[src/rtl/pcb_pkg.sv]
// Register-map definitions shared by the PCB status monitor register file.
// The per-pool block sits at 4*c; the global registers follow the last pool.
package pcb_pkg;

    typedef enum logic [1:0] {
        REG_FREE = 2'd0,
        REG_MIN  = 2'd1,
        REG_THR  = 2'd2,
        REG_ACNT = 2'd3
    } ch_reg_e;

    localparam int REGS_PER_CH = 4;

    // Global registers are offsets from REGS_PER_CH*NUM_CH
    localparam int REG_STKY = 0;
    localparam int REG_VER  = 1;

    localparam logic [31:0] PCB_VERSION = 32'h0001_0003;

endpackage

[src/rtl/pcb_chan_monitor.sv]
// Per-pool free-bufid monitor: minimum watermark, low threshold,
// below-threshold edge detection and a saturating alarm event counter.
module pcb_chan_monitor #(
    parameter int BUFID_W    = 9,
    parameter int CNT_W      = 16,
    parameter int THRESH_DEF = 16
) (
    input  logic               i_clk,
    input  logic               i_rst,
    input  logic [BUFID_W-1:0] iv_free,
    input  logic               i_min_reload,
    input  logic               i_thr_wr,
    input  logic [BUFID_W-1:0] iv_thr_wdata,
    input  logic               i_acnt_clr,
    output logic               o_rise,
    output logic               o_below_q,
    output logic [BUFID_W-1:0] ov_min,
    output logic [BUFID_W-1:0] ov_thr,
    output logic [CNT_W-1:0]   ov_acnt
);

    logic [BUFID_W-1:0] min_r;
    logic [BUFID_W-1:0] thr_r;
    logic [CNT_W-1:0]   acnt_r;
    logic               below_r;
    logic               below_s;
    logic               rise_s;
    logic [CNT_W-1:0]   acnt_nxt_s;

    // Threshold compare, rising-edge detect and next alarm count
    always_comb begin
        below_s    = (iv_free < thr_r);
        rise_s     = below_s & ~below_r;
        acnt_nxt_s = acnt_r;
        if (i_acnt_clr) begin
            // A clear that coincides with a new event keeps that event
            acnt_nxt_s = rise_s ? CNT_W'(1) : {CNT_W{1'b0}};
        end else if (rise_s && (acnt_r != {CNT_W{1'b1}})) begin
            acnt_nxt_s = acnt_r + CNT_W'(1);
        end else begin
            acnt_nxt_s = acnt_r;
        end
    end

    // Watermark, threshold, counter and below-flag state
    always_ff @(posedge i_clk) begin
        if (i_rst) begin
            min_r   <= {BUFID_W{1'b1}};
            thr_r   <= BUFID_W'(THRESH_DEF);
            acnt_r  <= {CNT_W{1'b0}};
            below_r <= 1'b0;
        end else begin
            min_r   <= (i_min_reload || (iv_free < min_r)) ? iv_free : min_r;
            thr_r   <= i_thr_wr ? iv_thr_wdata : thr_r;
            acnt_r  <= acnt_nxt_s;
            below_r <= below_s;
        end
    end

    assign o_rise    = rise_s;
    assign o_below_q = below_r;
    assign ov_min    = min_r;
    assign ov_thr    = thr_r;
    assign ov_acnt   = acnt_r;

endmodule

[src/rtl/pcb_status_monitor_regfile.sv]
// PCB configuration/status register file: fixed-address decode, read mux with
// a one-cycle registered response, sticky alarm bitmap and per-pool monitors.
module pcb_status_monitor_regfile
    import pcb_pkg::*;
#(
    parameter int NUM_CH     = 2,
    parameter int BUFID_W    = 9,
    parameter int ADDR_W     = 19,
    parameter int DATA_W     = 32,
    parameter int CNT_W      = 16,
    parameter int THRESH_DEF = 16
) (
    input  logic                      i_clk,
    input  logic                      i_rst,
    input  logic [NUM_CH*BUFID_W-1:0] iv_free_pkt_bufid_num,
    input  logic [ADDR_W-1:0]         iv_addr,
    input  logic                      i_addr_fixed,
    input  logic [DATA_W-1:0]         iv_wdata,
    input  logic                      i_wr_pcb,
    input  logic                      i_rd_pcb,
    output logic                      o_wr_pcb,
    output logic [ADDR_W-1:0]         ov_addr_pcb,
    output logic                      o_addr_fixed_pcb,
    output logic [DATA_W-1:0]         ov_rdata_pcb,
    output logic [NUM_CH-1:0]         ov_low_alarm
);

    localparam logic [ADDR_W-1:0] CH_END_ADDR = ADDR_W'(REGS_PER_CH * NUM_CH);
    localparam logic [ADDR_W-1:0] STKY_ADDR   = ADDR_W'(REGS_PER_CH * NUM_CH + REG_STKY);
    localparam logic [ADDR_W-1:0] VER_ADDR    = ADDR_W'(REGS_PER_CH * NUM_CH + REG_VER);

    ch_reg_e                        reg_sel_s;
    logic                           in_ch_s;
    logic                           in_map_s;
    logic                           wr_ok_s;
    logic                           rd_ok_s;
    logic                           stky_wr_s;
    logic [NUM_CH-1:0]              ch_sel_s;
    logic [NUM_CH-1:0]              rise_s;
    logic [NUM_CH-1:0]              below_q_s;
    logic [NUM_CH-1:0][DATA_W-1:0]  ch_val_s;
    logic [DATA_W-1:0]              rd_data_s;

    logic                           rsp_vld_r;
    logic                           rsp_fixed_r;
    logic [ADDR_W-1:0]              rsp_addr_r;
    logic [DATA_W-1:0]              rsp_data_r;
    logic [NUM_CH-1:0]              stky_r;

    assign reg_sel_s = ch_reg_e'(iv_addr[1:0]);
    assign in_ch_s   = (iv_addr < CH_END_ADDR);
    assign in_map_s  = in_ch_s || (iv_addr == STKY_ADDR) || (iv_addr == VER_ADDR);
    assign wr_ok_s   = i_wr_pcb & i_addr_fixed;
    // A read colliding with a write is dropped
    assign rd_ok_s   = i_rd_pcb & ~i_wr_pcb & i_addr_fixed & in_map_s;
    assign stky_wr_s = wr_ok_s & (iv_addr == STKY_ADDR);

    for (genvar c = 0; c < NUM_CH; c++) begin : g_ch
        logic [BUFID_W-1:0] free_s;
        logic [BUFID_W-1:0] min_s;
        logic [BUFID_W-1:0] thr_s;
        logic [CNT_W-1:0]   acnt_s;

        assign free_s      = iv_free_pkt_bufid_num[c*BUFID_W +: BUFID_W];
        assign ch_sel_s[c] = in_ch_s && (iv_addr[ADDR_W-1:2] == (ADDR_W-2)'(c));

        pcb_chan_monitor #(
            .BUFID_W    (BUFID_W),
            .CNT_W      (CNT_W),
            .THRESH_DEF (THRESH_DEF)
        ) u_mon (
            .i_clk        (i_clk),
            .i_rst        (i_rst),
            .iv_free      (free_s),
            .i_min_reload (wr_ok_s & ch_sel_s[c] & (reg_sel_s == REG_MIN)),
            .i_thr_wr     (wr_ok_s & ch_sel_s[c] & (reg_sel_s == REG_THR)),
            .iv_thr_wdata (iv_wdata[BUFID_W-1:0]),
            .i_acnt_clr   (wr_ok_s & ch_sel_s[c] & (reg_sel_s == REG_ACNT)),
            .o_rise       (rise_s[c]),
            .o_below_q    (below_q_s[c]),
            .ov_min       (min_s),
            .ov_thr       (thr_s),
            .ov_acnt      (acnt_s)
        );

        assign ch_val_s[c] = (reg_sel_s == REG_FREE) ? DATA_W'(free_s) :
                             (reg_sel_s == REG_MIN)  ? DATA_W'(min_s)  :
                             (reg_sel_s == REG_THR)  ? DATA_W'(thr_s)  :
                                                       DATA_W'(acnt_s);
    end

    // Read data mux over the pool blocks and the global registers
    always_comb begin
        rd_data_s = {DATA_W{1'b0}};
        for (int c = 0; c < NUM_CH; c++) begin
            rd_data_s = rd_data_s | (ch_sel_s[c] ? ch_val_s[c] : {DATA_W{1'b0}});
        end
        if (iv_addr == STKY_ADDR) begin
            rd_data_s = DATA_W'(stky_r);
        end else if (iv_addr == VER_ADDR) begin
            rd_data_s = DATA_W'(PCB_VERSION);
        end else begin
            rd_data_s = rd_data_s;
        end
    end

    // Read response register, cleared on every cycle without a response
    always_ff @(posedge i_clk) begin
        if (i_rst) begin
            rsp_vld_r   <= 1'b0;
            rsp_fixed_r <= 1'b0;
            rsp_addr_r  <= {ADDR_W{1'b0}};
            rsp_data_r  <= {DATA_W{1'b0}};
        end else if (rd_ok_s) begin
            rsp_vld_r   <= 1'b1;
            rsp_fixed_r <= 1'b1;
            rsp_addr_r  <= iv_addr;
            rsp_data_r  <= rd_data_s;
        end else begin
            rsp_vld_r   <= 1'b0;
            rsp_fixed_r <= 1'b0;
            rsp_addr_r  <= {ADDR_W{1'b0}};
            rsp_data_r  <= {DATA_W{1'b0}};
        end
    end

    // Sticky alarm bitmap: a new event beats a simultaneous write-one-to-clear
    always_ff @(posedge i_clk) begin
        if (i_rst) begin
            stky_r <= {NUM_CH{1'b0}};
        end else begin
            stky_r <= (stky_r & ~(stky_wr_s ? iv_wdata[NUM_CH-1:0] : {NUM_CH{1'b0}})) | rise_s;
        end
    end

    assign o_wr_pcb         = rsp_vld_r;
    assign o_addr_fixed_pcb = rsp_fixed_r;
    assign ov_addr_pcb      = rsp_addr_r;
    assign ov_rdata_pcb     = rsp_data_r;
    assign ov_low_alarm     = below_q_s;

endmodule

[config.mk]
export PLATFORM = sky130hd
export DESIGN_NAME = pcb_status_monitor_regfile
export DESIGN_NICKNAME = d
export VERILOG_FILES = /design/src/rtl/pcb_pkg.sv /design/src/rtl/pcb_chan_monitor.sv /design/src/rtl/pcb_status_monitor_regfile.sv
export SDC_FILE = /design/constraint.sdc
export NUM_CORES = 1
export LEC_CHECK = 0
export CAP_MARGIN = 10
export CORE_ASPECT_RATIO = 1.4
export CORE_UTILIZATION = 40
export CTS_CLUSTER_SIZE = 24
export DETAILED_ROUTE_END_ITERATION = 6
export GPL_ROUTABILITY_DRIVEN = 0
export GPL_TIMING_DRIVEN = 0
export PLACE_DENSITY = 0.73
export REMOVE_ABC_BUFFERS = 1
export SLEW_MARGIN = 20
export SYNTH_ARGS = -nofsm -noshare
export SYNTH_HDL_FRONTEND = slang
export SYNTH_SLANG_ARGS = --single-unit
[constraint.sdc]
create_clock -name i_clk -period 2.6 [get_ports i_clk]
set_input_delay 0.52 -clock i_clk [delete_from_list [all_inputs] [get_ports i_clk]]
set_output_delay 0.52 -clock i_clk [all_outputs]
set_load 0.05 [all_outputs]
==> results of run 1 <==
==> state kept, by name, summed over array words and instances, names as in the netlist <==
register	cells
g_ch.u_mon.o_below_q	2
g_ch.u_mon.ov_acnt	32
g_ch.u_mon.ov_min	18
g_ch.u_mon.ov_thr	18
o_addr_fixed_pcb	1
ov_addr_pcb	19
ov_rdata_pcb	17
stky_r	2
==> worst max-delay path: cells and delay by family <==
kind            cells  cell delay, ns
compound gates      3            0.81
xor+xnor            1            0.19
fa+ha+maj           1            0.35
buf+inv             2            0.69
simple gates        2            0.18
==> worst max path at each step <==
stage | from | to | slack [ns] | depth (start not counted)
6_report | iv_free_pkt_bufid_num[13] | g_ch[1].u_mon.ov_acnt[8] | 0.09 | 9
5_1_grt | iv_free_pkt_bufid_num[8] | g_ch[0].u_mon.ov_acnt[3] | 0.002 | 9
4_1_cts | iv_addr[17] | g_ch[1].u_mon.ov_thr[4] | 0.005 | 7
3_5_place_dp | iv_addr[0] | g_ch[1].u_mon.ov_min[3] | -0.92 | 6
3_3_place_gp | i_rst | ov_rdata_pcb[13] | -1.25 | 4
2_1_floorplan | g_ch[0].u_mon.ov_acnt[0] | g_ch[0].u_mon.ov_acnt[13] | -0.06 | 7
==> synth_stat cells (4+ instances only) <==
| library cell | count |
|---|---|
| nor2_1 | 110 |
| dfxtp_1 | 109 |
| mux2i_1 | 49 |
| inv_1 | 37 |
| ha_1 | 34 |
| nand2_1 | 25 |
| xor2_1 | 21 |
| buf_4 | 20 |
| mux4_2 | 18 |
| nand4_1 | 17 |
| nand3_1 | 16 |
| clkbuf_1 | 13 |
| a21oi_1 | 12 |
| and3_1 | 11 |
| o21ai_0 | 10 |
| buf_2 | 9 |
| nor3_1 | 9 |
| a211oi_1 | 8 |
| nor4_1 | 8 |
| xnor2_1 | 6 |
| and4_1 | 5 |
| nor3b_1 | 4 |
==> power groups by stage <==
stage	Clock [mW]	Sequential (mW)	Combinational [mW]
floorplan	0	1.84	0.294
global placement	0	1.80	0.554
detailed placement	0	1.80	0.576
CTS	1.34	1.76	0.591
global route	1.41	1.77	0.654
finish	1.32	1.77	0.608
==> metal layers <==
metal / vias to the layer above / part of all wire (%) / routed length [um]
met4: 0 / 3.4 / 476
met5: - / 0 / 0
met3: 30 / 4.1 / 577
met1: 2230 / 39 / 5410
met2: 125 / 54 / 7460
li1: 2238 / - / -
==> kinds of logic (layout without fill, tap and decap cells) <==
family | after synthesis | in the layout | share of synthesized area [%]
other | 1 | 30 | 0.0666
XOR/XNOR | 27 | 27 | 4.20
multiplexers | 69 | 69 | 16.3
flip-flops | 109 | 109 | 38.7
AND/OR/NAND/NOR | 227 | 227 | 20.1
adder cells (fa/ha/maj) | 34 | 34 | 7.55
AO/OA/AOI/OAI | 47 | 47 | 5.80
buffers and inverters | 83 | 155 | 7.20
==> stage by stage <==
step | area [um^2] | hold WS, ns
after floorplan | 5480 | 0.452
after global placement | 6600 | 0.466
after detailed placement | 6670 | 0.480
after CTS | 7010 | 0.486
after global routing | 7090 | 0.538
final | 7090 | 0.499
==> what timing repair did <==
action	4_1_cts	5_1_grt
hold endpoints to repair	0	0
gates resized for setup	11	12
pin swaps	5	3
buffers inserted	4	4
endpoints found under the setup margin	67	37
==> cell type report <==
class / count / area (um^2)
sequential: 109 / 2180
inverter: 37 / 139
clock buffer: 10 / 239
tap: 182 / 228
timing repair buffer: 102 / 1030
fill: 1244 / 6490
clock inverter: 6 / 47.5
multi-input combinational: 434 / 3220
==> run metrics, run 1 <==
outcome=finished, final reports clean; setup TNS=0 ns; sequential area share after synthesis=38.7%; pre-CTS setup slack=-0.925 ns; GRT busiest layer=met2; GRT Total Usage=roughly 20%; first-pass GRT wire length=21,900 um; fin crit share=between 90% and 100%; core area=0.0136 mm^2; f_max=398 MHz; met3 Usage GRT=3.44%; WP data arrival=roughly 2.7 ns; actual slew at the worst max-slew pin=0.825 ns; Worst R2R Setup Slack=0.21 ns; clock-pin slew on the worst setup and hold paths=0.07 ns; GRT met1 Usage=approximately a fifth; GRT Residual Overflow=0; crit-path cells=clkdlybuf4s50_1 > ha_1 > a211oi_1 > o21ai_1 > a2111oi_4 > buf_12 > nand4_1 > xor2_1 > nor2_1; synthesis-stage register bit count=~110; vias in the first global route=about 4,600; DR WL/cell=15.8 um; Root Buffer=clkbuf_16; ys flop type=dfxtp_1; Flop pwr share=47.8%; largest cells by area after synthesis=dfxtp_1 39%, mux2i_1 8.7%, ha_1 7.6%; most common cell after layout, fill and taps aside=nor2_1; hold path start=stky_r[0]; Iter 0 DRT Violations=approximately 260; RSZ-0062 raised after global routing=false; cell taking the most area after synthesis=dfxtp_1; largest net degree at the start of global routing=46; maxcap violations=0; cts hold-fix bufs=0; clock power share=35.7%; VDD IR max=415 uV; Area Overhead vs Synth=25.8%; asr flop ratio synth=0%; Post-synth EDFFs=0; post-synth top area share=38.7%; Max clock buf depth=2; DP HPWL=10,600 um; met2 Use GR=between 30% and 40%; critical path class=input pin to flip-flop; final core area utilization=52.2%; Unique masters post-synth=53; antenna-violating nets left=0; worst setup margin=about 0.089 ns; Final setup violation count=0; syn_area_per_cell=between 9 and 10 um^2; Hold Fails Final Rpt=0; Hold EP=stky_r[0]; Pleak=~2.9 nW; critical path startpoint category=input pin; Boundary Pins=129; Post-Syn Area=0.00563 mm^2; TritonCTS Sinks=109; worst flop-to-flop path startpoint=g_ch[0].u_mon.ov_thr[8]; IO buf count=90; DRC viols=0; # nets final=801; initial antenna violation count=0; most frequent cells in the layout=110 x nor2_1, 108 x dfxtp_1, 78 x clkdlybuf4s50_1, 49 x mux2i_1, 37 x inv_1; routed via count=~4,600; slowest stage cell, crit path=clkdlybuf4s50_1; final cell count without fillers=880; First-pass DRT Iterations=4; Slew Viols, Final=0; # rows=50; switching power=1.02 mW; Die ar.=approximately 0.015 mm^2; min Tclk post-route=2.51 ns; Post-Syn Instances=597; reg2reg path depth=9; Clock Latency Late Sink=0.35 ns; Max-slew headroom=44.9%; proportion of layout cells with a drive suffix above 1=10.2%; CP max FO=17; R2R Path End=g_ch[0].u_mon.ov_acnt[3]; die width=about 100 um; worst stage delay on the critical path=about 0.50 ns; Die Span Y=~140 um; Int Power=2.67 mW; Starting Density=41.5%; clk_skew=0.00562 ns; TritonCTS buffer count=9; Worst setup EP type=flip-flop; synthesis warning total=0; Worst Hold Class=flip-flop to flip-flop; Sw Ratio=between 20% and 30%; total power draw=3.69 mW; dpl cells=856; power density over the cells=521 mW/mm^2; Logic pwr share=16.5%; Min-Delay Path Depth=2; diodes inserted=0; H-tree depth=3; drt total wl=13,900 um; CTS tree=built; CP required=2.82 ns; DR vias/cell=5.25
Note: power is estimated with default switching activity, not from simulation.
==> run 2, diff against run 1 <==
Settings changed: CORE_MARGIN set to 5.
==> run 2 against run 1 <==
Effect of this change:
- the flow now finishes with violations (DRC)
- register-to-register slack better by 0.02 ns
- core utilization down 0.99 points
- first-iteration DRC count down 3.0%
- critical path depth down 2
- combinational power about the same
- cell area about the same
- routed wire length up 3.9%
- count of clock-buffer cells in the layout up 1
- sequential share of layout area about the same
- critical path type unchanged
- critical endpoint is now g_ch[0].u_mon.ov_acnt[15]
- largest cell class unchanged
==> run metrics, run 2 (same netlist as run 1, synthesis figures left out) <==
IO buf count=90 (unchanged); final core area utilization=51.2% (-0.99 points); cts hold-fix bufs=0 (unchanged); power density over the cells=530 mW/mm^2 (+1.8%); proportion of layout cells with a drive suffix above 1=10.2% (+0.015 points); Worst setup EP type=flip-flop; Crit path max-delay family=compound AO/OA/AOI/OAI gates; Boundary Pins=129 (unchanged); vias in the first global route=4,707 (+3.3%); VDD IR max=373 uV (-10%); critical path class=input pin to flip-flop; slowest stage cell, crit path=a311o_2; most frequent cells in the layout=110 x nor2_1, 108 x dfxtp_1, 78 x clkdlybuf4s50_1, 49 x mux2i_1, 37 x inv_1; GRT Residual Overflow=0 (unchanged); CP max FO=9 (-8); die width=110 um (+7.8%); Finished Cell Area=0.00709 mm^2 (about the same); WP data arrival=2.76 ns (+0.03 ns); Max clock buf depth=2 (unchanged); Final setup violation count=0 (unchanged); Die Span Y=150 um (+5.6%); number of flip-flops under the largest register name=32 (unchanged); Worst Hold Class=input pin to flip-flop; total power draw=3.76 mW (+1.9%); Max-slew headroom=47.9% (+3.0 points); fill count=1,255 (+0.88%); TritonCTS Sinks=109 (unchanged); Hold Fails Final Rpt=0 (unchanged); DR WL/cell=16.4 um (+3.6%); crit-path cells=clkdlybuf4s50_1 > ha_1 > a41o_1 > a311o_2 > nor4_4 > a211oi_1 > a31o_1; Pleak=2.88 nW (+0.43%); # rows=51 (+2.0%); antenna-violating nets left=0 (unchanged); Area Overhead vs Synth=25.9% (about the same); H-tree depth=3 (unchanged); core area=0.0138 mm^2 (+2.0%); clk_skew=0.0112 ns (+0.00562 ns); min Tclk post-route=2.52 ns (+0.0129 ns); Iter 0 DRT Violations=256 (-3.0%); # nets final=800 (-0.12%); Root Buffer=clkbuf_16; drt total wl=14,500 um (+3.9%); DP HPWL=11,000 um (+4.1%); Die ar.=0.0166 mm^2 (+14%); maxcap violations=0 (unchanged); Slew Viols, Final=0 (unchanged); initial antenna violation count=1 (+1); worst stage delay on the critical path=0.51 ns (about the same); First-pass DRT Iterations=7 (+3); Post-Place Cell Area=0.00666 mm^2 (about the same); first-pass GRT wire length=23,400 um (+6.9%); DR vias/cell=5.30 (+0.95%); CTS tree=built; f_max=396 MHz (-0.51%); actual slew at the worst max-slew pin=0.780 ns (-0.0450 ns); CP Buf/Inv Count=1 (-1); Starting Density=40.7% (-0.81 points); routed via count=4,683 (+1.3%); outcome=finished, violations left; worst hold slack=0.483 ns (-0.0160 ns); Clock Latency Late Sink=0.35 ns (about the same); fin crit share=97.1% (+0.50 points); DRC viols=1 (+1); GRT Total Usage=18.2% (-1.5 points); failing checks=DRC; clock-pin slew on the worst setup and hold paths=0.08 ns (about the same); most common cell after layout, fill and taps aside=nor2_1; TritonCTS buffer count=9 (unchanged); critical path startpoint category=input pin; largest net degree at the start of global routing=45 (-2.2%); CP required=2.84 ns (+0.02 ns)
[run 2: repair_timing]
action / in CTS / in global routing
pin swaps: 4 / 5
buffers inserted: 4 / 3
resized for setup: 12 / 14
endpoints found under the setup margin: 67 / 46
[run 2: power breakdown]
group / switching, mW / total (mW) / internal (mW)
sequential: 0.0450 / 1.77 / 1.72
combinational: 0.334 / 0.605 / 0.271
clock: 0.614 / 1.39 / 0.776
[run 2: worst register-to-register path, delay by kind of cell (launching register included)]
family	cells	cell delay, ns
and+or+nand+nor	3	0.77
AOI/OAI and AO/OA	3	0.76
DFF	1	0.35
adders and majority gates	1	0.32
buffers and inverters	1	0.05
[run 2: metrics by stage]
stage          worst slack (ns)  setup TNS [ns]  std cells
3_5_place_dp             -0.951          -42.91        859
6_report                 0.0762               0        883
5_1_grt                -0.00132        -0.00132        883
2_1_floorplan           -0.0604         -0.0604        580
3_3_place_gp              -1.28          -91.21        855
4_1_cts                 0.00184               0        879
[run 2: metal layers]
metal | vias to the layer above | global-route usage, % | share of wire (%)
met1 | 2238 | 20.2 | 39
met2 | 161 | 32.0 | 52
met3 | 42 | 3.52 | 4.8
met4 | 0 | 9.98 | 4.6
li1 | 2242 | - | -
met5 | - | 0 | 0
[run 2: worst paths after layout]
| kind | endpoint | cells after the start | slack [ns] | startpoint |
|---|---|---|---|---|
| worst max-delay path | g_ch[0].u_mon.ov_acnt[15] | 7 | 0.08 | iv_free_pkt_bufid_num[1] |
| worst min-delay path | ov_addr_pcb[1] | 2 | 0.48 | iv_addr[1] |
| worst max register to register | g_ch[0].u_mon.ov_acnt[15] | 8 | 0.23 | g_ch[0].u_mon.ov_thr[8] |
| worst min register to register | g_ch[1].u_mon.ov_thr[4] | 2 | 0.51 | g_ch[1].u_mon.ov_thr[4] |
[run 2: layout make-up]
| cell class | count | area, um^2 | share of cell area [%] |
|---|---|---|---|
| Multi-Input combinational cell | 434 | 3220 | 45.4 |
| Clock buffer | 11 | 243 | 3.42 |
| Timing Repair Buffer | 101 | 1020 | 14.3 |
| Sequential cell | 109 | 2180 | 30.8 |
| Antenna cell | 1 | 2.50 | 0.0353 |
| Clock inverter | 5 | 57.6 | 0.812 |
| Tap cell | 185 | 231 | 3.26 |
| Inverter | 37 | 139 | 1.96 |
==> run 3, diff against run 2 <==
--- a/config.mk
+++ b/config.mk
@@ -6,4 +6,5 @@
 export NUM_CORES = 1
 export LEC_CHECK = 0
+export ABC_AREA = 1
 export CAP_MARGIN = 10
 export CORE_ASPECT_RATIO = 1.4
@@ -14,5 +15,5 @@
 export GPL_ROUTABILITY_DRIVEN = 0
 export GPL_TIMING_DRIVEN = 0
-export PLACE_DENSITY = 0.73
+export PLACE_DENSITY = 0.72
 export REMOVE_ABC_BUFFERS = 1
 export SLEW_MARGIN = 20
==> constraint.sdc (replaced) <==
create_clock -name i_clk -period 2.6 [get_ports i_clk]
set_input_delay 0.52 -clock i_clk [delete_from_list [all_inputs] [get_ports i_clk]]
set_output_delay 0.52 -clock i_clk [all_outputs]
set_load 0.02 [all_outputs]
==> run 3 against run 2 <==
Effect of this change:
- the run now ends clean
- die area increased by 11%
- clock skew decreased by 0.0026 ns
- core utilization decreased by 2.1 points
- total power decreased by 0.38%
- combinational power increased by 1%
- synthesized cell count increased by 54%
- critical path depth increased by 3
- fmax increased by 1.3%
- sequential power about the same
- count of clock-buffer cells in the layout increased by 2
- critical path type unchanged
- critical endpoint is now g_ch[1].u_mon.ov_acnt[12]
- largest power group unchanged
==> run metrics, run 3 <==
outcome=finished, final reports clean; synthesis warning total=0 (unchanged); Starting Density=40.4% (-0.24 points); Register Area=0.00218 mm^2 (about the same); number of flip-flops under the largest register name=32 (unchanged); total power draw=3.75 mW (-0.38%); Post-Syn Area=0.00628 mm^2 (+12%); f_max=401 MHz (+1.3%); proportion of layout cells with a drive suffix above 1=6.08% (-4.1 points); DR vias/cell=5.05 (-4.8%); GRT Total Usage=19.3% (+1.2 points); most frequent cells in the layout=190 x nand2_1, 120 x nor2_1, 113 x inv_1, 109 x dfxtp_1, 88 x clkdlybuf4s50_1; Hold Fails Final Rpt=0 (unchanged); routed via count=6,139 (+31%); asr flop ratio synth=0% (unchanged); CTS tree=built; die width=116 um (+5.1%); Max-slew headroom=50.8% (+2.9 points); Commonest cells post-synth=192 x nand2_1, 120 x nor2_1, 114 x inv_1; Clock Latency Late Sink=0.36 ns (about the same); Pleak=3.22 nW (+12%); cts hold-fix bufs=0 (unchanged); first-pass GRT wire length=28,000 um (+20%); Die Span Y=158 um (+5.2%); Root Buffer=clkbuf_16; cell taking the most area after synthesis=dfxtp_1; fin crit share=95.9% (-1.2 points); slowest stage cell, crit path=clkdlybuf4s50_1; syn_area_per_cell=6.82 um^2 (-28%); crit-path cells=clkdlybuf4s50_1 > ha_1 > nand2_1 > inv_1 > a21oi_1 > nand3_1 > nor2_1 > nand2_2 > nor3_1 > nor2_1; Post-Syn Instances=922 (+54%); Min-Delay Path Depth=2 (unchanged); actual slew at the worst max-slew pin=0.737 ns (-0.0427 ns); clock-pin slew on the worst setup and hold paths=0.07 ns (about the same); sequential area share after synthesis=34.7% (-4.0 points); drt total wl=17,600 um (+22%); CP most frequent cell=nor2_1; Worst Hold Class=flip-flop to flip-flop; most common cell in the netlist=nand2_1; Worst setup EP type=flip-flop; CP required=2.85 ns (about the same); maxcap violations=0 (unchanged); worst stage delay on the critical path=0.51 ns (about the same); Max clock buf depth=2 (unchanged); largest cells by area after synthesis=dfxtp_1 35%, nand2_1 11%, nor2_1 7.2%; Post-synth EDFFs=0 (unchanged); power density over the cells=490 mW/mm^2 (-7.5%); CP max FO=11 (+2); DP HPWL=13,400 um (+22%); DRC viols=0 (-1); H-tree depth=3 (unchanged); final core area utilization=49.2% (-2.1 points); DR WL/cell=14.5 um (-12%); VDD IR max=274 uV (-27%); Area Overhead vs Synth=21.6%; ys flop type=dfxtp_1; fill count=1,601 (+28%); Final setup violation count=0 (unchanged); initial antenna violation count=0 (-1); diodes inserted=0 (-1); WP data arrival=2.74 ns (-0.02 ns); largest net degree at the start of global routing=37 (-18%); IO buf count=90 (unchanged); Boundary Pins=129 (unchanged); most common cell after layout, fill and taps aside=nand2_1; Slew Viols, Final=0 (unchanged); # rows=54 (+5.9%); TritonCTS Sinks=109 (unchanged); min Tclk post-route=2.49 ns (-0.0313 ns); Multi-input gate area=0.00352 mm^2 (+9.4%); Iter 0 DRT Violations=275 (+7.4%); TritonCTS buffer count=9 (unchanged); antenna-violating nets left=0 (unchanged); core area=0.0155 mm^2 (+12%); # nets final=1,123 (+40%); RSZ-0062 raised after global routing=false; vias in the first global route=5,840 (+24%); Die ar.=0.0184 mm^2 (+11%); critical path startpoint category=input pin; post-synth top area share=34.7% (-4.0 points); reg2reg path depth=10 (+2); setup TNS=0 ns (unchanged); Unique masters post-synth=42 (-21%); critical path class=input pin to flip-flop; First-pass DRT Iterations=5 (-2); synthesis-stage register bit count=109 (unchanged); GRT Residual Overflow=0 (unchanged); clk_skew=0.00858 ns (-0.00265 ns)
run 3: logic make-up after synthesis:
logic type / after synthesis / synth area share [%]
AND/OR/NAND/NOR: 448 / 31.7
buffers and inverters: 164 / 11.4
AO/OA/AOI/OAI: 156 / 13.9
flip-flops: 109 / 34.7
adder cells (fa/ha/maj): 34 / 6.77
XOR/XNOR: 10 / 1.39
other: 1 / 0.0597
run 3: repair_timing:
| item | in CTS | in global routing |
|---|---|---|
| gates resized for setup | 5 | 6 |
| gates cloned | 1 | 0 |
| pin swaps | 1 | 1 |
| endpoints found under the hold margin | 0 | 0 |
| setup buffers | 3 | 1 |
| setup endpoints to repair | 63 | 49 |
run 3: worst paths after layout:
check,start,to,slack [ns]
max,iv_free_pkt_bufid_num[17],g_ch[1].u_mon.ov_acnt[12],0.11
min,stky_r[1],stky_r[1],0.47
max reg2reg,g_ch[1].u_mon.ov_thr[8],g_ch[1].u_mon.ov_acnt[12],0.44
min reg2reg,stky_r[1],stky_r[1],0.47
run 3: final cells by class:
class	instances	area share, %
sequential	109	28.6
timing repair buffer	94	12.2
clock inverter	3	0.246
multi-input combinational	678	46.1
tap	196	3.21
inverter	122	6.09
timing repair inverter	1	0.0655
clock buffer	13	3.54
run 3: per-layer routing:
metal	part of all wire [%]	track usage, %	vias up
met4	3.5	9.56	0
met5	0	0	-
met3	4.5	2.97	51
met2	52	34.7	143
li1	-	-	3161
met1	40	22.1	2784
run 3: power breakdown:
group          internal (mW)  switching [mW]  leakage (nW)
Sequential              1.73          0.0374         0.890
Clock                  0.728           0.636         0.146
Combinational          0.236           0.376          2.18
Total                   2.70            1.05          3.22
run 3: critical path: cells and delay by family:
| family | cells | cell delay, ns |
|---|---|---|
| compound gates | 1 | 0.23 |
| fa+ha+maj | 1 | 0.35 |
| buf+inv | 2 | 0.56 |
| simple gates | 6 | 1.07 |
run 3: per-stage QoR:
| step | worst slack [ns] | instance area, um^2 | instances | hold WS, ns |
|---|---|---|---|---|
| 5_1_grt | 0.0551 | 7640 | 1216 | 0.500 |
| 3_3_place_gp | -1.40 | 7280 | 1195 | 0.445 |
| 2_1_floorplan | 0.566 | 6130 | 909 | 0.428 |
| 3_5_place_dp | -0.987 | 7270 | 1195 | 0.452 |
| 4_1_cts | 0.0276 | 7610 | 1215 | 0.460 |
| 6_report | 0.107 | 7640 | 1216 | 0.472 |
